===== config.mk =====
export PLATFORM = sky130hd
export DESIGN_NAME = mc_mem_port_flat
export DESIGN_NICKNAME = d
export VERILOG_FILES = /design/src/rtl/mc_pkg.sv /design/src/rtl/mc_mem_port_if.sv /design/src/rtl/mc_mem_timeout.sv /design/src/rtl/mc_mem_port.sv /design/src/flat_wrapper.sv
export SDC_FILE = /design/constraint.sdc
export NUM_CORES = 1
export LEC_CHECK = 0
export CELL_PAD_IN_SITES_DETAIL_PLACEMENT = 1
export CELL_PAD_IN_SITES_GLOBAL_PLACEMENT = 2
export CORE_UTILIZATION = 28
export DETAILED_ROUTE_END_ITERATION = 10
export PLACE_DENSITY = 0.93
export SYNTH_ARGS = -nofsm -noshare
export SYNTH_HDL_FRONTEND = slang
export SYNTH_SLANG_ARGS = --single-unit

===== constraint.sdc =====
create_clock -name clk -period 6.6 [get_ports clk]
set_clock_uncertainty 0.1 [all_clocks]
set_input_delay 0.99 -clock clk [delete_from_list [all_inputs] [get_ports clk]]
set_output_delay 0.99 -clock clk [all_outputs]
set_load 0.005 [all_outputs]

===== src/rtl/mc_pkg.sv =====
// Shared definitions for the multicycle controller memory path.
// Contents: default bus widths and the memory-port FSM state type.
package mc_pkg;

  localparam int unsigned ADDR_W = 32;
  localparam int unsigned DATA_W = 32;

  typedef enum logic [1:0] {
    IDLE = 2'd0,
    BUSY = 2'd1,
    DONE = 2'd2
  } mem_state_t;

endpackage


===== src/rtl/mc_mem_port_if.sv =====
// Request/acknowledge bus between the memory port and the unified memory.
// master: drives mem_req, mem_we, mem_addr, mem_wdata; receives mem_ack, mem_rdata.
// slave : the memory side of the same bus.
interface mc_mem_port_if #(
  parameter int unsigned ADDR_W = mc_pkg::ADDR_W,
  parameter int unsigned DATA_W = mc_pkg::DATA_W
);

  logic              mem_req;
  logic              mem_we;
  logic [ADDR_W-1:0] mem_addr;
  logic [DATA_W-1:0] mem_wdata;
  logic              mem_ack;
  logic [DATA_W-1:0] mem_rdata;

  modport master (
    output mem_req, mem_we, mem_addr, mem_wdata,
    input  mem_ack, mem_rdata
  );

  modport slave (
    input  mem_req, mem_we, mem_addr, mem_wdata,
    output mem_ack, mem_rdata
  );

endinterface


===== src/rtl/mc_mem_timeout.sv =====
// BUSY-cycle counter for the memory port's bus timeout.
// Ports: clk, reset (async, active-high)
//   clear_i     - hold the count at zero (port not in BUSY)
//   busy_i      - port is waiting for an ack this cycle
//   ack_i       - bus acknowledge this cycle
//   expired_c_o - combinational: this no-ack cycle brings the count to TIMEOUT
module mc_mem_timeout #(
  parameter int unsigned TIMEOUT = 16
) (
  input  logic clk,
  input  logic reset,
  input  logic clear_i,
  input  logic busy_i,
  input  logic ack_i,
  output logic expired_c_o
);

  localparam int unsigned CNT_W = $clog2(TIMEOUT + 1);

  logic [CNT_W-1:0] cnt_q, cnt_d;

  // Count each BUSY cycle that ends without an ack.
  always_comb begin
    cnt_d = cnt_q;
    if (clear_i) begin
      cnt_d = '0;
    end else if (busy_i && !ack_i) begin
      cnt_d = cnt_q + CNT_W'(1);
    end
  end

  always_ff @(posedge clk or posedge reset) begin
    if (reset) begin
      cnt_q <= '0;
    end else begin
      cnt_q <= cnt_d;
    end
  end

  // An ack in the reaching cycle suppresses expiry.
  assign expired_c_o = busy_i && !ack_i && (cnt_d == CNT_W'(TIMEOUT));

endmodule


===== src/rtl/mc_mem_port.sv =====
// Memory-access stage: turns the controller's memread/memwrite strobes into a
// registered req/ack bus transaction, stalls the controller with mem_wait, and
// latches read data into IR and/or MDR on completion.
// Ports: clk, reset (async, active-high)
//   memread, memwrite, IorD, IR_write, pc, alu_out, wdata - controller side
//   mem_wait (combinational stall), mem_done (completion pulse), ir, mdr
//   bus_error - sticky timeout flag (always 0 unless MC_MEM_TIMEOUT_EN)
//   bus       - mc_mem_port_if.master: mem_req/mem_we/mem_addr/mem_wdata out,
//               mem_ack/mem_rdata in
// Build option: define MC_MEM_TIMEOUT_EN to abort BUSY after TIMEOUT no-ack cycles.
module mc_mem_port
  import mc_pkg::*;
#(
  parameter int unsigned ADDR_W  = mc_pkg::ADDR_W,
  parameter int unsigned DATA_W  = mc_pkg::DATA_W,
  parameter int unsigned TIMEOUT = 16
) (
  input  logic              clk,
  input  logic              reset,
  input  logic              memread,
  input  logic              memwrite,
  input  logic              IorD,
  input  logic              IR_write,
  input  logic [ADDR_W-1:0] pc,
  input  logic [ADDR_W-1:0] alu_out,
  input  logic [DATA_W-1:0] wdata,
  output logic              mem_wait,
  output logic              mem_done,
  output logic [DATA_W-1:0] ir,
  output logic [DATA_W-1:0] mdr,
  output logic              bus_error,
  mc_mem_port_if.master     bus
);

  if (TIMEOUT < 1) begin : g_bad_timeout
    $error("mc_mem_port: TIMEOUT must be at least 1");
  end

  mem_state_t        state_q, state_d;
  logic [ADDR_W-1:0] addr_q, addr_d;
  logic [DATA_W-1:0] wdata_q, wdata_d;
  logic [DATA_W-1:0] ir_q, ir_d;
  logic [DATA_W-1:0] mdr_q, mdr_d;
  logic              we_q, we_d;
  logic              irw_q, irw_d;
  logic              req_q, req_d;
  logic              done_q, done_d;
  logic              err_q, err_d;
  logic              expired_c;

`ifdef MC_MEM_TIMEOUT_EN
  mc_mem_timeout #(
    .TIMEOUT (TIMEOUT)
  ) u_timeout (
    .clk         (clk),
    .reset       (reset),
    .clear_i     (state_q == IDLE),
    .busy_i      (state_q == BUSY),
    .ack_i       (bus.mem_ack),
    .expired_c_o (expired_c)
  );
`else
  assign expired_c = 1'b0;
`endif

  // Next-state and registered-output logic.
  always_comb begin
    state_d = state_q;
    addr_d  = addr_q;
    wdata_d = wdata_q;
    ir_d    = ir_q;
    mdr_d   = mdr_q;
    we_d    = we_q;
    irw_d   = irw_q;
    req_d   = req_q;
    done_d  = 1'b0;
    err_d   = err_q;
    unique case (state_q)
      IDLE: begin
        if (memread || memwrite) begin
          // Write takes priority when both strobes are high.
          addr_d  = IorD ? alu_out : pc;
          we_d    = memwrite;
          wdata_d = wdata;
          irw_d   = IR_write;
          req_d   = 1'b1;
          state_d = BUSY;
        end
      end
      BUSY: begin
        if (bus.mem_ack) begin
          req_d   = 1'b0;
          done_d  = 1'b1;
          state_d = DONE;
          if (!we_q) begin
            mdr_d = bus.mem_rdata;
            if (irw_q) begin
              ir_d = bus.mem_rdata;
            end
          end
        end else if (expired_c) begin
          req_d   = 1'b0;
          done_d  = 1'b1;
          err_d   = 1'b1;
          state_d = DONE;
        end
      end
      DONE: begin
        state_d = IDLE;
      end
      default: begin
        state_d = IDLE;
      end
    endcase
  end

  always_ff @(posedge clk or posedge reset) begin
    if (reset) begin
      state_q <= IDLE;
      addr_q  <= '0;
      wdata_q <= '0;
      ir_q    <= '0;
      mdr_q   <= '0;
      we_q    <= 1'b0;
      irw_q   <= 1'b0;
      req_q   <= 1'b0;
      done_q  <= 1'b0;
      err_q   <= 1'b0;
    end else begin
      state_q <= state_d;
      addr_q  <= addr_d;
      wdata_q <= wdata_d;
      ir_q    <= ir_d;
      mdr_q   <= mdr_d;
      we_q    <= we_d;
      irw_q   <= irw_d;
      req_q   <= req_d;
      done_q  <= done_d;
      err_q   <= err_d;
    end
  end

  // Stall is combinational so the controller freezes in the request cycle itself.
  assign mem_wait = ((state_q == IDLE) && (memread || memwrite)) || (state_q == BUSY);

  assign mem_done      = done_q;
  assign ir            = ir_q;
  assign mdr           = mdr_q;
  assign bus_error     = err_q;
  assign bus.mem_req   = req_q;
  assign bus.mem_we    = we_q;
  assign bus.mem_addr  = addr_q;
  assign bus.mem_wdata = wdata_q;

endmodule


===== src/flat_wrapper.sv =====
// flat-port wrapper written by rule: the top's interface ports become plain ports
module mc_mem_port_flat import mc_pkg::*;
#(
  parameter int unsigned ADDR_W  = mc_pkg::ADDR_W,
  parameter int unsigned DATA_W  = mc_pkg::DATA_W,
  parameter int unsigned TIMEOUT = 16
)
  (clk, reset, memread, memwrite, IorD, IR_write, pc, alu_out, wdata, mem_wait, mem_done, ir, mdr, bus_error, bus_mem_req, bus_mem_we, bus_mem_addr, bus_mem_wdata, bus_mem_ack, bus_mem_rdata);
  mc_mem_port_if #(.ADDR_W(ADDR_W), .DATA_W(DATA_W)) bus_i ();
  input  logic clk;
  input  logic reset;
  input  logic memread;
  input  logic memwrite;
  input  logic IorD;
  input  logic IR_write;
  input  logic [ADDR_W-1:0] pc;
  input  logic [ADDR_W-1:0] alu_out;
  input  logic [DATA_W-1:0] wdata;
  output logic mem_wait;
  output logic mem_done;
  output logic [DATA_W-1:0] ir;
  output logic [DATA_W-1:0] mdr;
  output logic bus_error;
  output wire logic [$bits(bus_i.mem_req)-1:0] bus_mem_req;
  output wire logic [$bits(bus_i.mem_we)-1:0] bus_mem_we;
  output wire logic [$bits(bus_i.mem_addr)-1:0] bus_mem_addr;
  output wire logic [$bits(bus_i.mem_wdata)-1:0] bus_mem_wdata;
  input wire logic [$bits(bus_i.mem_ack)-1:0] bus_mem_ack;
  input wire logic [$bits(bus_i.mem_rdata)-1:0] bus_mem_rdata;
  assign bus_mem_req = bus_i.mem_req;
  assign bus_mem_we = bus_i.mem_we;
  assign bus_mem_addr = bus_i.mem_addr;
  assign bus_mem_wdata = bus_i.mem_wdata;
  assign bus_i.mem_ack = bus_mem_ack;
  assign bus_i.mem_rdata = bus_mem_rdata;
  mc_mem_port #(.ADDR_W(ADDR_W), .DATA_W(DATA_W), .TIMEOUT(TIMEOUT)) u_core (.clk(clk), .reset(reset), .memread(memread), .memwrite(memwrite), .IorD(IorD), .IR_write(IR_write), .pc(pc), .alu_out(alu_out), .wdata(wdata), .mem_wait(mem_wait), .mem_done(mem_done), .ir(ir), .mdr(mdr), .bus_error(bus_error), .bus(bus_i));
endmodule

# Word-level counts from Yosys, hierarchy flattened
# Cells that the tools add are included.
# Widths: inputs -> output; s select.
dict set report word_totals {
  output_inout_bits 133
  elab_cells 32
  ff_bits 134
}
dict set report classes {
  mux 9
  n_reduce_logical 10
  n_eq_ne 3
  n_bitwise 1
}
# cell n
set op_table {}
lappend op_table {{$mux 32} 1}
lappend op_table {{$reduce_and 3->1} 2}
lappend op_table {{$mux 1} 4}
lappend op_table {{$mux 2} 2}
lappend op_table {{$pmux 2 s2} 1}
lappend op_table {{$reduce_and 2->1} 2}
lappend op_table {{$reduce_and 4->1} 1}
lappend op_table {{$eq 2x1->1 const B} 1}
lappend op_table {{$logic_not 2->1} 1}
lappend op_table {{$logic_or 1x1->1} 2}
lappend op_table {{$ne 2x1->1 const B} 1}
lappend op_table {{$ne 2x2->1 const B} 1}
lappend op_table {{$pmux 1 s2} 1}
lappend op_table {{$reduce_bool 2->1} 1}
lappend op_table {{$logic_and 1x1->1} 1}
lappend op_table {{$not 1->1} 1}

# Longest topological paths before layout
# Gate-level depths: netlist of run 1.
dict set report depth {
  word_depth 3
  depth_mapped 5
  ltp_nobuf 3
}

# Worst setup path before layout of run 1
# OpenSTA, ideal clock, no wires.
dict set report synth_timing {
  kind {input to output}
  start {in memwrite}
  end {out mem_wait}
  required_ns 5.510
  slack_ns 4.142
  arrival_ns 1.368
  path_stages 2
  path_cell_list {o21ai_0 nand2_1}
}
dict set report synth_between {
  elab_chain_cells 3
}
# element line
set synth_rtl {}
lappend synth_rtl {{start, declared} flat_wrapper.sv:13} ;# input logic memwrite;
lappend synth_rtl {{$logic_or 1x1->1} mc_mem_port.sv:144} ;# assign mem_wait = ((state_q == IDLE) && (memread || memwrite)) || (state_q == BUSY);
lappend synth_rtl {{$logic_and 1x1->1} mc_mem_port.sv:144}
lappend synth_rtl {{$logic_or 1x1->1} mc_mem_port.sv:144}
lappend synth_rtl {{end, declared} flat_wrapper.sv:19} ;# output logic mem_wait;
# No other way between the ends.

# Worst setup path in the final report of run 1
# Ends and elaborated chain as after synthesis.

==> results.sh, run 1 <==
export IMPL_outcome="complete, no violations"
export IMPL_die_h_um=142.3
export IMPL_dr_pass1_iters=4
export IMPL_htreeDepth=4
export IMPL_drv_slew=0
export IMPL_setup_tns_ns=0
export IMPL_fin_crit_sh=0.5293
export IMPL_fillers=1923
export IMPL_path_cells="clkdlybuf4s50_1 > o21ai_0 > nand2_1 > clkdlybuf4s50_1"
export IMPL_wire_per_inst_um=17.72
export IMPL_fmax_ghz=0.2863
export IMPL_syn_to_final_growth_pct=63.25
export IMPL_cp_max_fo=4
export IMPL_ir_worst_vdd_mv=0.1992
export IMPL_postRouteAntennaNets=0
export IMPL_antenna_found_initial=0
export IMPL_swShare=0.2693
export IMPL_setup_viol=0
export IMPL_clock_path_buffers=2
export IMPL_fin_cells=872
export IMPL_required_ns=5.51
export IMPL_drive_gt1_frac=0.3203
export IMPL_rrSetupSlack_ns=3.98
export IMPL_clock_latency_ns=0.40
export IMPL_fin_util=0.4732
export IMPL_cts_sinks=134
export IMPL_worstMarginPinSlew_ns=0.9606
export IMPL_hpwl_um=11540
export IMPL_intPower_mw=3.083
export IMPL_grt_ovfl_total=0
export IMPL_antenna_cells=0
export IMPL_track_usage=0.1544
export IMPL_post_route_drc_count=0
export IMPL_hold_viol=0
export IMPL_ctsHoldBuffers=0
export IMPL_numCtsBuffers=17
export IMPL_rsz0062_at_grt="false"
export IMPL_p_clk_frac=0.232
export IMPL_syn_avg_cell_area_um2=16.71
export IMPL_cts_tree="done"
export IMPL_place_congestion=0.7676
export IMPL_slew_headroom=0.3596
export IMPL_drv_cap=0
export IMPL_grt_pass1_wl_um=23810
export IMPL_max_stage_delay_ns=0.45
export IMPL_final_cell_mix="266 x clkdlybuf4s50_1, 134 x dfrtp_1, 127 x mux2_2"
export IMPL_startpoint_type="primary input"
export IMPL_cp_top_family="buffers and inverters"
export IMPL_die_x_um=142.3
export IMPL_io_pins=268
export IMPL_start_util=0.2899
export IMPL_drt_wl_total_um=15450
export IMPL_power_switching_mw=1.136
export IMPL_port_buffers=266
export IMPL_cp_num_buf_inv=2
export IMPL_seq_power_share=0.350
export IMPL_nNetsFinal=734
export IMPL_dp_cells=840
export IMPL_synth_distinct_cells=17
export IMPL_cp_common_cell="clkdlybuf4s50_1"
export IMPL_end_kind="output pin"
export IMPL_seqCellArea_um2=3353
export IMPL_drt_iter0_markers=71
export IMPL_root_buffer="clkbuf_16"
export IMPL_synth_area_um2=5513
export IMPL_placed_area_um2=8389
export IMPL_path_clk_slew_ns=0.06
export IMPL_multi_input_area_um2=2009
export IMPL_p_leak_nw=3.780
export IMPL_finalCriticalPeriod_ns=3.493
export IMPL_synth_nets=465
export IMPL_rows=50
export IMPL_worstSetupPathType="primary input to output pin"
export IMPL_grt_pass1_vias=4361
export IMPL_power_density_nw_per_um2=468.7
export IMPL_p_comb_frac=0.418
export IMPL_yosysWarnings=0
export IMPL_vias=3787
export IMPL_final_common_cell="clkdlybuf4s50_1"
export IMPL_dieArea_um2=20250
export IMPL_arrival_ns=2.40
export IMPL_netlist_instances=330
export IMPL_grt_max_degree=75
export IMPL_ctsResizeCount=0
export IMPL_yosysSeqAreaShare=0.6083
export IMPL_avgViaCountPerCell=4.343
export IMPL_cts_setup_buffers=0
export IMPL_core_area_um2=19020
export IMPL_ys_ff_latch=134
export IMPL_hold_ws_ns=0.4045
export IMPL_hold_class="flip-flop to flip-flop"
export IMPL_final_cell_area_um2=9000
export IMPL_crit_slowest_cell="clkdlybuf4s50_1"
==> worst paths after layout <==
| kind | startpoint | end | depth (start not counted) |
|---|---|---|---|
| setup reg to reg | u_core.bus.mem_we | u_core.ir[22] | 3 |
| hold / removal | u_core.bus.mem_addr[11] | u_core.bus.mem_addr[11] | 1 |
| hold reg to reg | u_core.bus.mem_addr[11] | u_core.bus.mem_addr[11] | 1 |
| min in group asynchronous | reset | u_core.bus.mem_wdata[6] | 2 |
| max in group asynchronous | reset | u_core.bus.mem_addr[17] | 3 |
| setup / recovery | memwrite | mem_wait | 4 |
==> routing by layer <==
layer | up-vias | GRT usage | wire [um]
li1 | 1697 | - | -
met1 | 1880 | 0.1715 | 5922
met2 | 194 | 0.2650 | 7638
met3 | 16 | 0.07100 | 1672
met4 | 0 | 0.04244 | 221
met5 | - | 0 | 0
==> cell usage after synthesis <==
library cell / n / area share
and4bb_1: 1 / 0.0023
buf_2: 4 / 0.0036
buf_4: 11 / 0.015
buf_6: 3 / 0.0061
clkbuf_1: 1 / 0.00068
conb_1: 1 / 0.00068
dfrtp_1: 134 / 0.61
inv_1: 3 / 0.0020
mux2_1: 5 / 0.010
mux2_2: 127 / 0.26
mux2_4: 30 / 0.082
nand2_1: 1 / 0.00068
nand2_4: 1 / 0.0020
nand2b_1: 1 / 0.0011
nor2_1: 3 / 0.0020
o21a_1: 1 / 0.0014
o21ai_0: 3 / 0.0027
==> stage by stage <==
stage	power (mW)	setup WS, ns
2_1_floorplan	2.187	1.927
3_3_place_gp	3.197	2.994
3_5_place_dp	3.279	2.828
4_1_cts	4.289	3.088
5_1_grt	4.467	3.030
6_report	4.219	3.107
==> flip-flops by register name, summed over array words and instances (netlist names) <==
register              cells
u_core.irw_q              1
u_core.bus.mem_addr      32
u_core.ir                32
u_core.state_q            2
u_core.bus.mem_req        1
u_core.mem_done           1
u_core.bus.mem_we         1
u_core.bus.mem_wdata     32
u_core.mdr               32
==> power groups by stage <==
| stage | Clock (mW) | Combinational (mW) | Sequential [mW] |
|---|---|---|---|
| after global placement | 0 | 1.74 | 1.46 |
| after floorplan | 0 | 0.698 | 1.49 |
| final | 0.978 | 1.77 | 1.48 |
| after CTS | 1.01 | 1.80 | 1.48 |
| after global routing | 1.05 | 1.89 | 1.53 |
| after detailed placement | 0 | 1.79 | 1.49 |
==> logic make-up (layout without fill, tap and decap cells) <==
group                  count (synthesis)  in the layout  synth area share
AND/OR/NAND/NOR                        7              7          0.008170
AO/OA/AOI/OAI                          4              4          0.004085
other                                  1              1         0.0006802
multiplexers                         162            162            0.3513
flip-flops                           134            134            0.6083
buffers and inverters                 22            304           0.02746
==> area by class of cell <==
type	count	area share
flip-flops and latches	134	0.3726
repair buffers	269	0.2983
multi-input cells	174	0.2233
clock buffers	18	0.04880
well taps	260	0.03615
clock inverters	14	0.01905
inverters	3	0.001807
No activity file was read; power rests on OpenSTA's default activity.
==> run 2: changes to the inputs <==
Settings changed: CORE_UTILIZATION 28 to 26, PLACE_DENSITY 0.93 to 0.87.
Clock period 6.6 ns to 3.25 ns, I/O delays scaled along.
==> results.sh, run 2 (same netlist as run 1, synthesis figures left out) <==
export IMPL_htreeDepth=4
export IMPL_setup_tns_ns=0
export IMPL_ctsResizeCount=0
export IMPL_intPower_mw=6.310
export IMPL_grt_ovfl_total=0
export IMPL_clock_latency_ns=0.41
export IMPL_cts_setup_buffers=0
export IMPL_power_switching_mw=2.279
export IMPL_grt_max_degree=135
export IMPL_worstReg2RegEnd="u_core.bus.mem_wdata[29]"
export IMPL_swShare=0.2654
export IMPL_rsz0062_at_grt="false"
export IMPL_worst_slack_ns=0.8020
export IMPL_dieArea_um2=21790
export IMPL_clock_path_buffers=2
export IMPL_worstHoldStart="u_core.bus.mem_addr[23]"
export IMPL_hold_ws_ns=0.4046
export IMPL_path_clk_slew_ns=0.05
export IMPL_rows=52
export IMPL_worstHoldEndpoint="u_core.bus.mem_addr[23]"
export IMPL_reg2reg_depth=4
export IMPL_grt_pass1_vias=4351
export IMPL_outcome="complete, no violations"
export IMPL_required_ns=2.66
export IMPL_cts_sinks=134
export IMPL_drt_wl_total_um=15610
export IMPL_antenna_found_initial=0
export IMPL_p_leak_nw=3.794
export IMPL_startpoint_type="primary input"
export IMPL_track_usage=0.1472
export IMPL_hold_class="flip-flop to flip-flop"
export IMPL_slew_headroom=0.4777
export IMPL_setup_viol=0
export IMPL_final_cell_area_um2=9055
export IMPL_postRouteAntennaNets=0
export IMPL_fmax_ghz=0.4085
export IMPL_drv_slew=0
export IMPL_ir_worst_vdd_mv=0.3631
export IMPL_avgViaCountPerCell=4.301
export IMPL_p_clk_frac=0.227
export IMPL_post_route_drc_count=0
export IMPL_final_cell_mix="266 x clkdlybuf4s50_1, 134 x dfrtp_1, 127 x mux2_2"
export IMPL_vias=3811
export IMPL_worstMarginPinSlew_ns=0.7834
export IMPL_io_pins=268
export IMPL_ctsHoldBuffers=0
export IMPL_die_x_um=147.6
export IMPL_placed_area_um2=8463
export IMPL_rrSetupSlack_ns=1.32
export IMPL_r2r_start="u_core.state_q[0]"
export IMPL_seq_power_share=0.349
export IMPL_fin_crit_sh=0.7532
export IMPL_p_comb_frac=0.424
export IMPL_arrival_ns=1.86
export IMPL_grt_pass1_wl_um=24430
export IMPL_place_congestion=0.7272
export IMPL_power_density_nw_per_um2=948.5
export IMPL_wire_per_inst_um=17.62
export IMPL_drive_gt1_frac=0.3182
export IMPL_syn_to_final_growth_pct=64.25
export IMPL_root_buffer="clkbuf_16"
export IMPL_final_common_cell="clkdlybuf4s50_1"
export IMPL_dp_slack_ns=0.7923
export IMPL_die_h_um=147.6
export IMPL_worstSetupPathType="primary input to output pin"
export IMPL_nNetsFinal=739
export IMPL_core_area_um2=20490
export IMPL_antenna_cells=0
export IMPL_hpwl_um=11490
export IMPL_cts_tree="done"
export IMPL_port_buffers=266
export IMPL_end_kind="output pin"
export IMPL_numCtsBuffers=17
export IMPL_dr_pass1_iters=4
export IMPL_hold_viol=0
export IMPL_start_util=0.2690
export IMPL_drv_cap=0
export IMPL_cp_max_fo=4
export IMPL_hold_depth=1
export IMPL_drt_iter0_markers=65
export IMPL_finalCriticalPeriod_ns=2.448
export IMPL_fillers=2079
run 2: cell types whose count changed in the layout (fill, tap and decap cells not counted):
cell        before  now
inv_8            1    0
inv_6            5    0
clkbuf_1         0    4
buf_12           0    2
buf_4            3    6
clkinv_2         4    2
clkbuf_8         1    2
clkinvlp_4       2    3
clkinv_4         0    1
run 2: layout make-up:
cell class	count	area [um2]	share of cell area
Timing Repair Buffer	274	2748	0.3034
Multi-Input combinational cell	174	2009	0.2219
Clock inverter	8	123.9	0.01368
Clock buffer	23	467.9	0.05168
Sequential cell	134	3353	0.3703
Tap cell	270	337.8	0.03731
Inverter	3	15.01	0.001658
run 2: worst max-delay path: stages:
cell             delay (ns)
clkdlybuf4s50_1        0.44
o21ai_0                0.38
nand2_1                0.10
clkdlybuf4s50_1        0.46
run 2: worst max-delay path by stage:
| stage | endpoint | slack [ns] | startpoint |
|---|---|---|---|
| 4_1_cts | mem_wait | 0.78 | memwrite |
| 6_report | mem_wait | 0.80 | memwrite |
| 3_3_place_gp | mem_wait | 0.82 | memwrite |
| 2_1_floorplan | u_core.bus.mem_addr[0] | 1.0 | reset |
| 3_5_place_dp | mem_wait | 0.79 | memwrite |
| 5_1_grt | mem_wait | 0.67 | memwrite |
run 2: per-layer routing:
| layer | part of all wire | vias to the layer above | GRT usage |
|---|---|---|---|
| met5 | 0 | - | 0 |
| li1 | - | 1719 | - |
| met4 | 0.0088 | 0 | 0.04639 |
| met1 | 0.39 | 1908 | 0.1590 |
| met3 | 0.094 | 8 | 0.05802 |
| met2 | 0.51 | 176 | 0.2627 |
run 2: power by group through the flow:
stage                     Combinational [mW]  Clock [mW]  Sequential [mW]
final                                   3.64        1.95             3.00
after global routing                    3.90        2.08             3.11
after CTS                               3.72        2.01             3.02
after detailed placement                3.70           0             3.03
after global placement                  3.60           0             2.97
after floorplan                         1.42           0             3.02
run 2: stage by stage:
| stage | cells | util | total power [mW] |
|---|---|---|---|
| after floorplan | 330 | - | 4.441 |
| after global placement | 855 | 0.4129 | 6.572 |
| after detailed placement | 855 | 0.4129 | 6.731 |
| after CTS | 886 | 0.4418 | 8.749 |
| after global routing | 886 | 0.4418 | 9.081 |
| final | 886 | 0.4418 | 8.589 |
==> run 3: changes to the inputs <==
Clock period 3.25 ns to 2.53 ns, I/O delays scaled along.
==> results.sh, run 3 (same netlist as run 1, synthesis figures left out) <==
export IMPL_numCtsBuffers=17
export IMPL_final_cell_mix="266 x clkdlybuf4s50_1, 134 x dfrtp_1, 127 x mux2_2"
export IMPL_p_leak_nw=3.883
export IMPL_placed_area_um2=8581
export IMPL_avgViaCountPerCell=4.301
export IMPL_die_h_um=147.6
export IMPL_fmax_ghz=0.4344
export IMPL_fin_cells=896
export IMPL_antenna_found_initial=0
export IMPL_hold_class="primary input to async pin"
export IMPL_cts_sinks=134
export IMPL_fin_crit_sh=0.9100
export IMPL_antenna_cells=0
export IMPL_core_area_um2=20490
export IMPL_hold_viol=0
export IMPL_drive_gt1_frac=0.3339
export IMPL_setup_tns_ns=0
export IMPL_p_clk_frac=0.236
export IMPL_cp_max_fo=4
export IMPL_grt_pass1_vias=4480
export IMPL_post_route_drc_count=0
export IMPL_final_common_cell="clkdlybuf4s50_1"
export IMPL_dp_cells=864
export IMPL_slew_headroom=0.6019
export IMPL_nNetsFinal=748
export IMPL_wire_per_inst_um=17.73
export IMPL_drt_iter0_markers=49
export IMPL_ctsHoldBuffers=0
export IMPL_fillers=2067
export IMPL_swShare=0.2674
export IMPL_htreeDepth=4
export IMPL_grt_pass1_wl_um=25160
export IMPL_track_usage=0.1514
export IMPL_seqCellArea_um2=3353
export IMPL_required_ns=2.05
export IMPL_hold_ws_ns=0.2934
export IMPL_grt_ovfl_total=0
export IMPL_drv_cap=0
export IMPL_start_util=0.2690
export IMPL_ir_worst_vdd_mv=0.4968
export IMPL_worstSetupPathType="primary input to output pin"
export IMPL_grt_max_degree=43
export IMPL_drv_slew=0
export IMPL_startpoint_type="primary input"
export IMPL_hpwl_um=12030
export IMPL_worst_slack_ns=0.2278
export IMPL_power_density_nw_per_um2=1222
export IMPL_rows=52
export IMPL_syn_to_final_growth_pct=67.25
export IMPL_end_kind="output pin"
export IMPL_finalPower_mw=11.27
export IMPL_cts_tree="done"
export IMPL_fin_util=0.4499
export IMPL_root_buffer="clkbuf_16"
export IMPL_ctsResizeCount=0
export IMPL_postRouteAntennaNets=0
export IMPL_seq_power_share=0.342
export IMPL_dp_slack_ns=0.2341
export IMPL_setup_viol=0
export IMPL_path_clk_slew_ns=0.06
export IMPL_port_buffers=266
export IMPL_power_switching_mw=3.014
export IMPL_clock_path_buffers=2
export IMPL_die_x_um=147.6
export IMPL_rsz0062_at_grt="false"
export IMPL_finalCriticalPeriod_ns=2.302
export IMPL_clock_latency_ns=0.40
export IMPL_dr_pass1_iters=4
export IMPL_worstMarginPinSlew_ns=0.5959
export IMPL_p_comb_frac=0.422
export IMPL_outcome="complete, no violations"
export IMPL_vias=3854
export IMPL_drt_wl_total_um=15890
export IMPL_cts_setup_buffers=0
export IMPL_multi_input_area_um2=2009
export IMPL_dieArea_um2=21790
export IMPL_intPower_mw=8.255
export IMPL_final_cell_area_um2=9220
export IMPL_place_congestion=0.7514
export IMPL_arrival_ns=1.82
export IMPL_io_pins=268
-- run 3: changes by cell type in the layout (fill, tap and decap cells not counted), sizes merged --
cell / previous run / this run
buf: 8 / 17
clkbuf: 23 / 19
inv: 2 / 5
clkinv: 3 / 5
bufinv: 3 / 4
clkinvlp: 3 / 2
-- run 3: worst max-delay path, cell delays in order --
cell and delay (ns):
clkdlybuf4s50_1 0.45, o21ai_0 0.41, nand2_1 0.11, clkdlybuf4s50_1 0.47
-- run 3: final timing paths --
check | from | endpoint | slack [ns] | cells past startpoint
max | memwrite | mem_wait | 0.23 | 4
min | reset | u_core.bus.mem_addr[17] | 0.29 | 2
max reg2reg | u_core.state_q[0] | u_core.bus.mem_addr[4] | 0.70 | 4
min reg2reg | u_core.bus.mem_wdata[20] | u_core.bus.mem_wdata[20] | 0.40 | 1
max in group asynchronous | reset | u_core.bus.mem_wdata[26] | 1.41 | 3
min in group clk | u_core.bus.mem_wdata[20] | u_core.bus.mem_wdata[20] | 0.40 | 1
-- run 3: routing by layer --
layer	GRT usage	routed length [um]	vias to the layer above
li1	-	-	1740
met1	0.1675	6035	1913
met2	0.2639	8066	186
met3	0.06173	1572	15
met4	0.04742	213	0
met5	0	0	-
-- run 3: cell type report --
class | count | share of cell area
repair buffers | 283 | 0.3108
clock inverters | 13 | 0.02131
clock buffers | 19 | 0.04804
well taps | 270 | 0.03664
inverters | 3 | 0.001628
multi-input cells | 174 | 0.2179
flip-flops and latches | 134 | 0.3637
-- run 3: power groups by stage --
stage               clock, mW  sequential [mW]  combinational, mW
floorplan                   0             3.88               1.82
global placement            0             3.82               4.68
detailed placement          0             3.89               4.82
CTS                      2.76             3.89               4.84
global route             2.84             4.01               5.08
finish                   2.66             3.86               4.75
